===== src/rtl/instruction_encoder.sv =====
// instruction_encoder: packs decoded RV32I fields into instruction words, rejects illegal
// immediates/encodings, and queues legal words in a small FIFO.
module instruction_encoder #(
  parameter int DEPTH = 4,
  parameter int CNT_W = 16
) (
  input  logic             clk,
  input  logic             rst_n,
  input  logic             in_valid,
  output logic             in_ready,
  input  logic [6:0]       in_opcode,
  input  logic [4:0]       in_rd,
  input  logic [4:0]       in_rs1,
  input  logic [4:0]       in_rs2,
  input  logic [2:0]       in_funct3,
  input  logic [6:0]       in_funct7,
  input  logic [31:0]      in_imm,
  output logic             out_valid,
  input  logic             out_ready,
  output logic [31:0]      out_instr,
  output logic             err_pulse,
  output logic             err_sticky,
  output logic [CNT_W-1:0] ok_count,
  output logic [CNT_W-1:0] err_count
);
  localparam int AW = $clog2(DEPTH);
  localparam logic [AW:0] FULL = (AW+1)'(DEPTH);
  localparam logic [6:0] OP_R = 7'h33, OP_IMM = 7'h13, OP_LOAD = 7'h03, OP_JALR = 7'h67;
  localparam logic [6:0] OP_S = 7'h23, OP_B = 7'h63, OP_LUI = 7'h37, OP_AUIPC = 7'h17, OP_JAL = 7'h6F;
  logic [31:0] word, i_word, held;
  logic legal, s12, s13, s21, accept, push, pop, bad;
  logic [31:0] mem [DEPTH];
  logic [AW-1:0] wr_ptr, rd_ptr;
  logic [AW:0] cnt;
  assign s12 = in_imm[31:11] == {21{in_imm[11]}};
  assign s13 = in_imm[31:12] == {20{in_imm[12]}};
  assign s21 = in_imm[31:20] == {12{in_imm[20]}};
  assign i_word = {in_imm[11:0], in_rs1, in_funct3, in_rd, in_opcode};
  always_comb begin
    legal = 1'b0;
    word = 32'd0;
    case (in_opcode)
      OP_R: begin
        legal = in_funct7 == 7'h00 || (in_funct7 == 7'h20 && (in_funct3 == 3'd0 || in_funct3 == 3'd5));
        word = {in_funct7, in_rs2, in_rs1, in_funct3, in_rd, in_opcode};
      end
      OP_IMM: begin
        if (in_funct3 == 3'd1 || in_funct3 == 3'd5) begin
          legal = in_imm[31:5] == 27'd0 && (in_funct7 == 7'h00 || (in_funct7 == 7'h20 && in_funct3 == 3'd5));
          word = {in_funct7, in_imm[4:0], in_rs1, in_funct3, in_rd, in_opcode};
        end else begin
          legal = s12;
          word = i_word;
        end
      end
      OP_LOAD: begin
        legal = s12 && in_funct3 != 3'd3 && in_funct3 < 3'd6;
        word = i_word;
      end
      OP_JALR: begin
        legal = s12 && in_funct3 == 3'd0;
        word = i_word;
      end
      OP_S: begin
        legal = s12 && in_funct3 < 3'd3;
        word = {in_imm[11:5], in_rs2, in_rs1, in_funct3, in_imm[4:0], in_opcode};
      end
      OP_B: begin
        legal = s13 && !in_imm[0] && in_funct3 != 3'd2 && in_funct3 != 3'd3;
        word = {in_imm[12], in_imm[10:5], in_rs2, in_rs1, in_funct3, in_imm[4:1], in_imm[11], in_opcode};
      end
      OP_LUI, OP_AUIPC: begin
        legal = in_imm[11:0] == 12'd0;
        word = {in_imm[31:12], in_rd, in_opcode};
      end
      OP_JAL: begin
        legal = s21 && !in_imm[0];
        word = {in_imm[20], in_imm[10:1], in_imm[11], in_imm[19:12], in_rd, in_opcode};
      end
      default: begin
        legal = 1'b0;
        word = 32'd0;
      end
    endcase
  end
  assign in_ready = cnt != FULL;
  assign out_valid = cnt != '0;
  // An empty FIFO keeps presenting the last word that was popped.
  assign out_instr = out_valid ? mem[rd_ptr] : held;
  assign accept = in_valid && in_ready;
  assign push = accept && legal;
  assign bad = accept && !legal;
  assign pop = out_valid && out_ready;
  always_ff @(posedge clk)
    if (push) mem[wr_ptr] <= word;
  always_ff @(posedge clk or negedge rst_n)
    if (!rst_n) begin
      wr_ptr <= '0;
      rd_ptr <= '0;
      cnt <= '0;
      held <= 32'd0;
      err_pulse <= 1'b0;
      err_sticky <= 1'b0;
      ok_count <= '0;
      err_count <= '0;
    end else begin
      wr_ptr <= wr_ptr + AW'(push);
      rd_ptr <= rd_ptr + AW'(pop);
      cnt <= cnt + (AW+1)'(push) - (AW+1)'(pop);
      if (pop) held <= mem[rd_ptr];
      err_pulse <= bad;
      err_sticky <= err_sticky | bad;
      ok_count <= ok_count + CNT_W'(push && ok_count != '1);
      err_count <= err_count + CNT_W'(bad && err_count != '1);
    end
endmodule


===== config.mk =====
export PLATFORM = sky130hd
export DESIGN_NAME = instruction_encoder
export DESIGN_NICKNAME = d
export VERILOG_FILES = /design/src/rtl/instruction_encoder.sv
export SDC_FILE = /design/constraint.sdc
export NUM_CORES = 1
export LEC_CHECK = 0
export BUFFER_PORTS_ARGS = -buffer_cell sky130_fd_sc_hd__buf_2
export CAP_MARGIN = 10
export CORE_MARGIN = 2
export CORE_UTILIZATION = 60
export CTS_CLUSTER_DIAMETER = 80
export DETAILED_ROUTE_END_ITERATION = 7
export PLACE_DENSITY = 0.86
export SLEW_MARGIN = 20
export SYNTH_ARGS = -nofsm -noshare
export SYNTH_HDL_FRONTEND = slang
export SYNTH_SLANG_ARGS = --single-unit

===== constraint.sdc =====
create_clock -name clk -period 4.6 [get_ports clk]
set_input_delay 0.23 -clock clk [delete_from_list [all_inputs] [get_ports clk]]
set_output_delay 0.23 -clock clk [all_outputs]
set_load 0.005 [all_outputs]

==> metrics.cfg <==
[placement]
dp_hpwl_um=13500
port_buffers=135
place.gp.congestion=0.949

[yosys]
synth_top_flop_cell=edfxtp_1
synth_edf_count=128
netlist_top_cells_area=edfxtp_1 (43%), dfrtp_1 (20%), mux2_2 (8.1%)
synth_area_mm2=0.00893
synth.ff_latch_count=201
syn_inst=571
synth_nets=650
ys_seq_area_share_pct=63.5
synth_top_area_share_pct=43.0
netlist.top_cell.by_area=edfxtp_1
ys_types=59
avgSynthCellArea_um2=15.6
synth_warnings=0
async_flop_share_pct=36.3

[setup_path]
critical_path.top_delay_family=flip-flops
critPathKind=reg -> out
cp.required_ns=4.37
endpoint_kind=output pin
crit_chain=buf_4, mux4_2, mux2_2, buf_2
path_buf_inv=2
critPathArrivalTime_ns=2.74
startpoint_type=flip-flop
max_stage_delay_ns=0.90
cp_max_fo=23
slowest_stage=dfrtp_2

[routing]
maxUsedRoutingLayer=met4
wl_per_cell_um=22.1
detail-route-antenna-nets=0
wl_met3_um=1600
drc=0
wl_met1_um=7890
dr_wl_met2_um=9930
drtIter0Drc=576
routed_wl_um=20100
via_count=5690
vias_per_cell=6.25
first_pass_iters=8

[timing]
slew_headroom_pct=35.4
period_share_pct=64.7
worstMarginPinSlew_ns=0.969
hold_viol_final=0
setup_viol=0
slew_viol_final=0
clock_skew_ns=0.0133
period_needed_ns=2.97
final.setup.tns_ns=0
fmax_mhz=336
rsz0062_at_grt=no

[layout]
final_cell_mix=buf_2 (134), edfxtp_1 (128), dfrtp_1 (71)
drive_gt1_share_pct=37.8
area.growth.synth_to_final_pct=16.7
final_nets=789
layout_commonest_cell=buf_2
final_util_pct=71.7

[die]
std_cell_rows=44
die_w_um=126
die_y_um=126
core_region_area_mm2=0.0145
initial_utilization_pct=61.5
dieArea_mm2=0.0159
num_io_pins=136

[clock_network]
insertion_delay_ns=0.49
ctsRootBufferMaster=clkbuf_16
clkTransAtPathRegs_ns=0.06
numCtsBuffers=21
cts_max_level=1
cts_resized=0
cts_buffer_depth=3
cts_tree=done
cts_sinks=201

[power_and_ir_drop]
pwr_density_cell_mw_per_mm2=505
finalPower_w=0.00526
pwr-share-seq_pct=44.8
power.leakage_nw=4.16
p_int_w=0.00383
ir_drop_v=0.000328
power_switching_w=0.00144
clkPwrFrac_pct=29.8
swShare_pct=27.3
comb_power_share_pct=25.5

[job]
maxCapViolCount=0

[grt]
grt_max_degree=74
grt_pass1_wl_um=31900
grt.total_usage_pct=25.8
grt_remaining_overflow=0
grt_pass1_vias=5889
grt_antenna_before_repair=1

[min_path]
hp-class=in -> reg

[run_status]
status=completed

==> state kept, by name (all words and copies together), names as in the netlist <==
signal / flops
err_count: 16
rd_ptr: 2
mem: 128
err_sticky: 1
ok_count: 16
err_pulse: 1
cnt: 3
held: 32
wr_ptr: 2
==> timing repair <==
item / CTS / global route
hold buffers: 1 / 0
setup buffers: 0 / 0
hold endpoints to repair: 73 / 0
==> worst register-to-register path: cells and delay by family (launching register included) <==
kind	cells	cell delay (ns)
and+or+nand+nor	2	0.50
adders and majority gates	3	0.88
DFF	1	0.41
buffers and inverters	3	0.59
xor gates and xnor gates	2	0.29
==> Yosys cell counts (3+ instances only) <==
cell type	instances
mux2_2	64
nor3_1	9
o2111ai_1	3
edfxtp_1	128
nor2_1	14
nor3b_1	3
a22oi_1	3
nor4_1	7
and3b_1	3
dfrtp_1	73
o21ai_0	5
a21oi_1	4
nor2b_1	3
clkbuf_1	14
xnor2_1	21
xor2_1	12
and3_1	10
inv_1	22
a222oi_1	10
nand4_1	18
nand3_1	17
mux4_2	32
ha_1	10
or3_1	3
nand2_1	20
a22o_1	13
buf_2	8
==> routing by layer <==
layer,GRT usage [%],vias to the layer above
li1,-,2516
met1,33.8,2836
met2,43.6,274
met3,5.40,64
met4,8.34,0
met5,0,-
==> path summary, 6_finish.rpt <==
kind,startpoint,to,slack (ns),cells past startpoint
worst min register to register,err_sticky$_DFF_PN0_,err_sticky$_DFF_PN0_,0.48,1
max in group asynchronous,rst_n,rd_ptr[1]$_DFF_PN0_,3.48,2
worst min-delay path,in_rs1[0],mem[1][15]$_DFFE_PP_,0.13,2
min in group asynchronous,rst_n,held[13]$_DFFE_PN0P_,0.42,2
worst max-delay path,rd_ptr[0]$_DFF_PN0_,out_instr[9],1.63,4
worst max register to register,cnt[2]$_DFF_PN0_,cnt[2]$_DFF_PN0_,1.83,10
==> power groups by stage <==
stage	Clock (W)	Sequential, W	Combinational (W)
floorplan	0	0.00223	0.00102
global placement	0	0.00237	0.00130
detailed placement	0	0.00240	0.00134
CTS	0.00159	0.00236	0.00136
global route	0.00167	0.00240	0.00146
finish	0.00157	0.00236	0.00134
==> metrics by stage <==
step | setup WS (ns) | std cells | hold slack (ns) | instance area (um2)
finish | 1.63 | 910 | 0.126 | 10400
global route | 1.43 | 909 | 0.112 | 10400
CTS | 1.53 | 909 | 0.110 | 10400
detailed placement | 1.36 | 870 | 0.427 | 9770
global placement | 1.51 | 870 | 0.406 | 9770
floorplan | 1.25 | 571 | -0.0656 | 8930
==> layout make-up <==
type	instances	area, um2
Clock inverter	6	28.8
Sequential cell	201	5670
Timing Repair Buffer	143	741
Antenna cell	1	2.50
Fill cell	938	4110
Tap cell	184	230
Clock buffer	32	607
Inverter	22	82.6
Multi-Input combinational cell	321	3060
==> kinds of logic (layout without fill, tap and decap cells) <==
family                   after synthesis  in the layout  share of synthesized area [%]
XOR/XNOR                              33             33                           3.23
AO/OA/AOI/OAI                         55             55                           5.15
multiplexers                          96             96                           16.1
AND/OR/NAND/NOR                      126            126                           8.01
adder cells (fa/ha/maj)               11             11                           1.62
flip-flops                           201            201                           63.5
other                                  0              1                              0
buffers and inverters                 49            203                           2.38
(Power assumes the default switching activity.)
